### config.mk
export PLATFORM = sky130hd
export DESIGN_NAME = cmp_arbiter
export DESIGN_NICKNAME = d
export VERILOG_FILES = /design/src/rtl/cmp_arbiter.sv
export SDC_FILE = /design/constraint.sdc
export NUM_CORES = 1
export LEC_CHECK = 0
export CELL_PAD_IN_SITES_DETAIL_PLACEMENT = 1
export CELL_PAD_IN_SITES_GLOBAL_PLACEMENT = 2
export CORE_ASPECT_RATIO = 0.6
export CORE_UTILIZATION = 23
export CTS_BUF_LIST = sky130_fd_sc_hd__clkbuf_2 sky130_fd_sc_hd__clkbuf_4 sky130_fd_sc_hd__clkbuf_8
export DETAILED_ROUTE_END_ITERATION = 16
export PLACE_DENSITY = 0.85
export SKIP_LAST_GASP = 1
export SYNTH_ARGS = -nofsm -noshare
export SYNTH_HDL_FRONTEND = slang
export SYNTH_SLANG_ARGS = --single-unit
### constraint.sdc
create_clock -name clk -period 7.2 [get_ports clk]
set_input_delay 2.16 -clock clk [delete_from_list [all_inputs] [get_ports clk]]
set_output_delay 2.16 -clock clk [all_outputs]
set_load 0.02 [all_outputs]
### src/rtl/cmp_arbiter.sv
// Round-robin sharing of one pipelined FP less-than comparator between NREQ
// requesters; a tag pipeline steers each result back to its issuer.
module cmp_arbiter #(
  parameter int WIDTH   = 18,
  parameter int NREQ    = 4,
  parameter int CMP_LAT = 3
) (
  input  logic                      clk,
  input  logic                      rst,
  input  logic [NREQ-1:0]           req_valid,
  output logic [NREQ-1:0]           req_ready,
  input  logic [NREQ*(WIDTH+1)-1:0] req_a,
  input  logic [NREQ*(WIDTH+1)-1:0] req_b,
  output logic [WIDTH:0]            cmp_a,
  output logic [WIDTH:0]            cmp_b,
  input  logic                      cmp_less,
  output logic [NREQ-1:0]           rsp_valid,
  output logic                      rsp_less,
  input  logic                      hold,
  output logic                      busy
);
  localparam int IDW = $clog2(NREQ);

  logic [NREQ-1:0][WIDTH:0]  w_a, w_b;
  logic [IDW-1:0]            r_ptr, w_gnt, w_ptr_nxt;
  logic                      w_any, w_xfer;
  logic [CMP_LAT:0]          r_vld_pipe;
  logic [CMP_LAT:0][IDW-1:0] r_id_pipe;

  assign w_a = req_a;
  assign w_b = req_b;

  function automatic logic [IDW-1:0] rr_idx(input logic [IDW-1:0] p, input int k);
    int s;
    s = int'(p) + k;
    if (s >= NREQ) s -= NREQ;
    return IDW'(s);
  endfunction

  // First valid requester scanning cyclically upward from the pointer.
  always_comb begin
    w_any = 1'b0;
    w_gnt = '0;
    for (int k = 0; k < NREQ; k++) begin
      if (!w_any && req_valid[rr_idx(r_ptr, k)]) begin
        w_any = 1'b1;
        w_gnt = rr_idx(r_ptr, k);
      end
    end
  end

  assign req_ready = (rst && !hold && w_any) ? (NREQ'(1) << w_gnt) : '0;
  assign w_xfer    = |req_ready;
  assign w_ptr_nxt = (w_gnt == IDW'(NREQ-1)) ? '0 : w_gnt + 1'b1;

  always_ff @(posedge clk or negedge rst) begin
    if (!rst) begin
      r_ptr <= '0;
      cmp_a <= '0;
      cmp_b <= '0;
    end else if (w_xfer) begin
      r_ptr <= w_ptr_nxt;
      cmp_a <= w_a[w_gnt];
      cmp_b <= w_b[w_gnt];
    end
  end

  // Stage k lines up with the comparator's k-th internal stage; the last
  // stage is valid in the same cycle as the matching cmp_less.
  always_ff @(posedge clk or negedge rst) begin
    if (!rst) begin
      r_vld_pipe <= '0;
      r_id_pipe  <= '0;
    end else begin
      r_vld_pipe <= {r_vld_pipe[CMP_LAT-1:0], w_xfer};
      r_id_pipe  <= {r_id_pipe[CMP_LAT-1:0], w_gnt};
    end
  end

  always_ff @(posedge clk or negedge rst) begin
    if (!rst) begin
      rsp_valid <= '0;
      rsp_less  <= 1'b0;
    end else if (r_vld_pipe[CMP_LAT]) begin
      rsp_valid <= NREQ'(1) << r_id_pipe[CMP_LAT];
      rsp_less  <= cmp_less;
    end else begin
      rsp_valid <= '0;
      rsp_less  <= 1'b0;
    end
  end

  assign busy = (|r_vld_pipe) | (|rsp_valid);

endmodule

==> results.sh, run 1 <==
export IMPL_outcome="finished, final reports clean"
export IMPL_synth_warnings=0
export IMPL_max_freq_mhz=153
export IMPL_reg2reg_from="r_ptr[0]"
export IMPL_setup_tns_ps=0
export IMPL_ys_seq_area_frac=0.445
export IMPL_cp_required_ps=5040
export IMPL_hold_violations=0
export IMPL_switching_share=0.381
export IMPL_synth_xor_area_frac=0
export IMPL_synth_mux_area_frac=0.241
export IMPL_hp_start="r_id_pipe[2]"
export IMPL_cts_repair_resized=0
export IMPL_synth_area_sq_mm=0.00321
export IMPL_globalplace_congestion=0.714
export IMPL_rows=32
export IMPL_via_per_inst=4.71
export IMPL_utilization=0.424
export IMPL_nets=638
export IMPL_synth_fp_nets=440
export IMPL_max_vdd_ir_drop_v=0.000154
export IMPL_die_area_sq_mm=0.0144
export IMPL_clk_pin_slew_ps=60
export IMPL_hold_class="reg -> reg"
export IMPL_p_switching_mw=0.691
export IMPL_worst_hold_path_endpoint="r_id_pipe[4]"
export IMPL_wl_um=11300
export IMPL_ctsHoldBuffers=0
export IMPL_grt_setup_unrepaired="no"
export IMPL_cts_tree="built"
export IMPL_nFillCells=1406
export IMPL_r2r_cells=9
export IMPL_remaining_drc_errors=0
export IMPL_synth_top_family_by_area="multiplexers"
export IMPL_yosysUniqueCellTypes=32
export IMPL_fp_dieH_um=93.5
export IMPL_grt_ovfl_total=0
export IMPL_maxCapViolCount=0
export IMPL_power_density_mw_per_mm2=324
export IMPL_ctsRootBufferMaster="clkbuf_8"
export IMPL_arrival_ps=4390
export IMPL_drv_slew=0
export IMPL_grt_pass1_vias=3235
export IMPL_internal_power_mw=1.12
export IMPL_syn_inst=278
export IMPL_combPwrFrac=0.525
export IMPL_drive_gt1_frac=0.0771
export IMPL_synth_simple_area_share=0.0577
export IMPL_cp_max_fo=5
export IMPL_reg2reg_to="r_ptr[1]"
export IMPL_max_slew_worst_pin_slew_ps=1050
export IMPL_grt_max_degree=58
export IMPL_layout_commonest_cell="clkdlybuf4s50_1"
export IMPL_dr_pass1_iters=4
export IMPL_synth_compound_area_frac=0.191
export IMPL_first_iter_violations=58
export IMPL_finalClockSkew_ps=6.93
export IMPL_final_cell_mix="clkdlybuf4s50_1, mux2i_1, dfrtp_1"
export IMPL_antenna_found_initial=0
export IMPL_initial_utilization=0.243
export IMPL_maxSlewHeadroom=0.301
export IMPL_post_route_min_period_ps=6550
export IMPL_r2r_setup_slack_ps=4290
export IMPL_drtAntennaViolNets=0
export IMPL_startpoint_type="input pin"
export IMPL_postCtsSetupBuffers=0
export IMPL_ys_ff_latch=57
export IMPL_diodes=0
export IMPL_numCtsBuffers=9
export IMPL_dr_total_vias=3059
export IMPL_synth_fa_ha_area_frac=0.00780
export IMPL_syn_area_per_cell_sq_um=11.5
export IMPL_fp_coreArea_sq_mm=0.0132
export IMPL_hold_path_depth=0
export IMPL_leakagePower_nw=2.42
export IMPL_synthToLayoutAreaGrowth_pct=74.6
export IMPL_cts_buffer_depth=2
export IMPL_fin_hold_ws_ps=348
export IMPL_clk_latency_ps=330
export IMPL_min_period_over_period=0.910
export IMPL_clock_sinks=57
export IMPL_die_w_um=154
export IMPL_grt_first_pass_wirelength_um=17500
export IMPL_wl_per_cell_um=17.5
export IMPL_dp_hpwl_um=8460
export IMPL_setup_viol=0
export IMPL_grt_usage=0.158
export IMPL_power_frac_clock=0.189
export IMPL_htreeDepth=3
export IMPL_worstSetupEndpointType="primary output"
export IMPL_num_io_pins=208
export IMPL_worstSetupPathType="in -> out"
export IMPL_portBuffers=207
export IMPL_seq_power_share=0.286
-- registers in the layout, summed over array words and instances (netlist names) --
register / flops
cmp_b: 19
r_vld_pipe: 4
rsp_valid: 4
cmp_a: 19
r_ptr: 2
r_id_pipe: 8
rsp_less: 1
-- layer usage --
layer	track usage	up-vias	wire length (um)
met4	0.0355	0	95
met5	0	-	0
met1	0.197	1431	5140
li1	-	1471	-
met2	0.261	148	5090
met3	0.0598	9	1020
-- cells in the mapped netlist, drive strengths merged --
| library cell | n | area share |
|---|---|---|
| nor2b | 2 | 0.0039 |
| clkbuf | 9 | 0.013 |
| nand3 | 2 | 0.0047 |
| or2 | 2 | 0.0039 |
| nand2 | 4 | 0.0047 |
| nand2b | 2 | 0.0039 |
| a31oi | 1 | 0.0020 |
| buf | 17 | 0.042 |
| inv | 3 | 0.0035 |
| mux2i | 76 | 0.24 |
| nand3b | 2 | 0.0047 |
| o21ai | 41 | 0.065 |
| o221ai | 38 | 0.12 |
| mux2 | 1 | 0.0035 |
| dfrtp | 57 | 0.44 |
| a21o | 1 | 0.0023 |
| nor4 | 3 | 0.0078 |
| and3b | 1 | 0.0027 |
| nand4 | 1 | 0.0020 |
| and2 | 3 | 0.0059 |
| and3 | 1 | 0.0020 |
| ha | 2 | 0.0078 |
| nor3b | 1 | 0.0023 |
| nor2 | 8 | 0.0094 |
-- worst max-delay path, stage by stage --
cell,delay (ps)
clkdlybuf4s50_1,570
nor2b_1,90
o21ai_0,190
nand4_1,260
inv_1,190
ha_1,200
and2_1,130
clkdlybuf4s50_1,590
-- power by group through the flow --
stage,registers (mW),clock network (mW),logic [mW]
2_1_floorplan,0.636,0,0.435
3_3_place_gp,0.514,0,0.952
3_5_place_dp,0.526,0,0.967
4_1_cts,0.521,0.357,0.970
5_1_grt,0.537,0.372,1.03
6_report,0.519,0.342,0.952
-- area by class of cell --
cell class                      count  area, sq um  share of cell area
Inverter                            3         11.3             0.00201
Timing Repair Buffer              213         2110               0.377
Multi-Input combinational cell    192         1610               0.287
Clock buffer                       11          151              0.0270
Sequential cell                    57         1430               0.255
Tap cell                          170          213              0.0380
Clock inverter                      4         76.3              0.0136
-- metrics by stage --
step	area, sq um	instances	setup WS [ps]	power (mW)
2_1_floorplan	3210	278	1700	1.07
3_3_place_gp	5370	635	784	1.47
3_5_place_dp	5370	635	646	1.49
4_1_cts	5600	650	620	1.85
5_1_grt	5600	650	447	1.94
6_report	5600	650	649	1.81
-- worst max path at each step --
stage / from / end / slack (ps) / depth (start not counted)
final: req_valid[3] / req_ready[2] / 650 / 8
after global routing: req_valid[3] / req_ready[2] / 450 / 8
after CTS: req_valid[3] / req_ready[2] / 620 / 8
after detailed placement: req_valid[3] / req_ready[2] / 650 / 8
after global placement: req_valid[3] / req_ready[3] / 780 / 7
after floorplan: req_valid[3] / req_ready[2] / 1700 / 8
-- cell families after synthesis --
family,after synthesis
adders and majority gates,2
DFF,57
buffers and inverters,29
muxes,77
AOI/OAI and AO/OA,81
and+or+nand+nor,32
Power figures use the tool's default switching activity.
==> run 2, diff against run 1 <==
--- a/config.mk
+++ b/config.mk
@@ -10,6 +10,7 @@
 export CORE_ASPECT_RATIO = 0.6
 export CORE_UTILIZATION = 23
 export CTS_BUF_LIST = sky130_fd_sc_hd__clkbuf_2 sky130_fd_sc_hd__clkbuf_4 sky130_fd_sc_hd__clkbuf_8
+export CTS_CLUSTER_DIAMETER = 60
 export DETAILED_ROUTE_END_ITERATION = 16
 export PLACE_DENSITY = 0.85
 export SKIP_LAST_GASP = 1
==> results of run 2 <==
Final layout, timing and power as in run 1 (identical DEF).
==> run 3, diff against run 2 <==
--- a/config.mk
+++ b/config.mk
@@ -7,7 +7,7 @@
 export LEC_CHECK = 0
 export CELL_PAD_IN_SITES_DETAIL_PLACEMENT = 1
 export CELL_PAD_IN_SITES_GLOBAL_PLACEMENT = 2
-export CORE_ASPECT_RATIO = 0.6
+export CORE_ASPECT_RATIO = 2
 export CORE_UTILIZATION = 23
 export CTS_BUF_LIST = sky130_fd_sc_hd__clkbuf_2 sky130_fd_sc_hd__clkbuf_4 sky130_fd_sc_hd__clkbuf_8
 export CTS_CLUSTER_DIAMETER = 60
==> run 3 against run 2 <==
Effect of this change:
- non-clock buffer count grew 2
- hold slack hardly changed
- final area down 0.58%
- worst setup slack got worse by 110 ps
- first-iteration DRC count up 14%
- clock skew rose by 3.2 ps
- highest routed layer unchanged
==> results.sh, run 3 (synthesized netlist as in run 1, its figures left out) <==
export IMPL_cts_repair_resized=0
export IMPL_grt_setup_unrepaired="no"
export IMPL_max_vdd_ir_drop_v=0.000183
export IMPL_layout_commonest_cell="clkdlybuf4s50_1"
export IMPL_outcome="finished, final reports clean"
export IMPL_setup_viol=0
export IMPL_post_route_min_period_ps=6660
export IMPL_rows=60
export IMPL_max_freq_mhz=150
export IMPL_finalClockSkew_ps=10.1
export IMPL_portBuffers=207
export IMPL_utilization=0.412
export IMPL_hp_start="r_id_pipe[4]"
export IMPL_dr_total_vias=3180
export IMPL_worst_slack_ps=542
export IMPL_wl_um=12300
export IMPL_drv_slew=0
export IMPL_fp_coreArea_sq_mm=0.0135
export IMPL_grt_ovfl_total=0
export IMPL_globalplace_congestion=0.743
export IMPL_fp_dieH_um=169
export IMPL_max_slew_worst_pin_slew_ps=1040
export IMPL_r2r_cells=10
export IMPL_numCtsBuffers=9
export IMPL_grt_usage=0.173
export IMPL_worstSetupPathType="in -> out"
export IMPL_pre_cts_slack_ps=528
export IMPL_cp_required_ps=5040
export IMPL_wl_per_cell_um=19.3
export IMPL_maxCapViolCount=0
export IMPL_arrival_ps=4500
export IMPL_min_period_over_period=0.925
export IMPL_via_per_inst=4.98
export IMPL_drtAntennaViolNets=0
export IMPL_power_density_mw_per_mm2=319
export IMPL_grt_first_pass_wirelength_um=18900
export IMPL_cts_buffer_depth=2
export IMPL_htreeDepth=3
export IMPL_dp_hpwl_um=9480
export IMPL_clk_pin_slew_ps=60
export IMPL_diodes=0
export IMPL_setup_tns_ps=0
export IMPL_hold_path_depth=0
export IMPL_hold_violations=0
export IMPL_r2r_setup_slack_ps=4230
export IMPL_ctsHoldBuffers=0
export IMPL_die_area_sq_mm=0.0144
export IMPL_leakagePower_nw=2.42
export IMPL_antenna_found_initial=0
export IMPL_cp_max_fo=16
export IMPL_hold_class="reg -> reg"
export IMPL_startpoint_type="input pin"
export IMPL_ctsRootBufferMaster="clkbuf_8"
export IMPL_reg2reg_to="cmp_b[0]"
export IMPL_die_w_um=85.5
export IMPL_grt_pass1_vias=3605
export IMPL_clk_latency_ps=330
export IMPL_maxSlewHeadroom=0.310
export IMPL_final_cell_mix="clkdlybuf4s50_1, mux2i_1, dfrtp_1"
export IMPL_p_total_mw=1.78
export IMPL_postCtsSetupBuffers=0
export IMPL_worstSetupEndpointType="primary output"
export IMPL_initial_utilization=0.237
export IMPL_synthToLayoutAreaGrowth_pct=73.6
export IMPL_worst_hold_path_endpoint="r_id_pipe[6]"
export IMPL_drive_gt1_frac=0.0849
export IMPL_first_iter_violations=66
export IMPL_reg_largest_list="cmp_a: 19 flops, cmp_b: 19 flops, r_id_pipe: 8 flops"
export IMPL_num_io_pins=208
export IMPL_cts_tree="built"
export IMPL_grt_max_degree=58
export IMPL_dr_pass1_iters=4
export IMPL_nets=640
export IMPL_remaining_drc_errors=0
export IMPL_reg2reg_from="r_ptr[0]"
export IMPL_clock_sinks=57
==> run 3: report_power, final <==
group	leakage, nW	internal [mW]	switching (mW)	total, mW
Clock	0.106	0.165	0.127	0.293
Sequential	0.719	0.449	0.0707	0.520
Combinational	1.60	0.463	0.501	0.964
==> run 3: worst max path at each step <==
| stage | slack (ps) | from | to | depth (start not counted) |
|---|---|---|---|---|
| floorplan | 1700 | req_valid[3] | req_ready[2] | 8 |
| global placement | 620 | req_valid[3] | req_ready[3] | 7 |
| detailed placement | 530 | req_valid[3] | req_ready[3] | 7 |
| CTS | 520 | req_valid[3] | req_ready[3] | 7 |
| global route | 470 | req_valid[3] | req_ready[3] | 7 |
| finish | 540 | req_valid[3] | req_ready[3] | 7 |
==> run 3: through the flow <==
stage	hold WS (ps)	instances	cell area, sq um
final	348	638	5570
after detailed placement	337	622	5370
after CTS	351	638	5570
after global placement	338	622	5370
after global routing	368	638	5570
after floorplan	331	278	3210
==> run 3: cell type report <==
cell class                      count  area [sq um]
Clock buffer                       14           186
Clock inverter                      2          10.0
Fill cell                        1503          7950
Inverter                            3          11.3
Multi-Input combinational cell    192          1610
Sequential cell                    57          1430
Tap cell                          155           194
Timing Repair Buffer              215          2130
==> run 3: worst max-delay path, cell delays in order <==
cell and delay (ps):
clkdlybuf4s50_1 560, nor2b_1 90, o21ai_2 230, nand3_2 160, or2_2 470, nor2_1 140
clkdlybuf4s50_1 680
==> run 3: per-layer routing <==
metal / global-route usage / share of wire
met5: 0 / 0
met4: 0.0877 / 0.033
met3: 0.0312 / 0.035
met1: 0.161 / 0.33
met2: 0.346 / 0.60
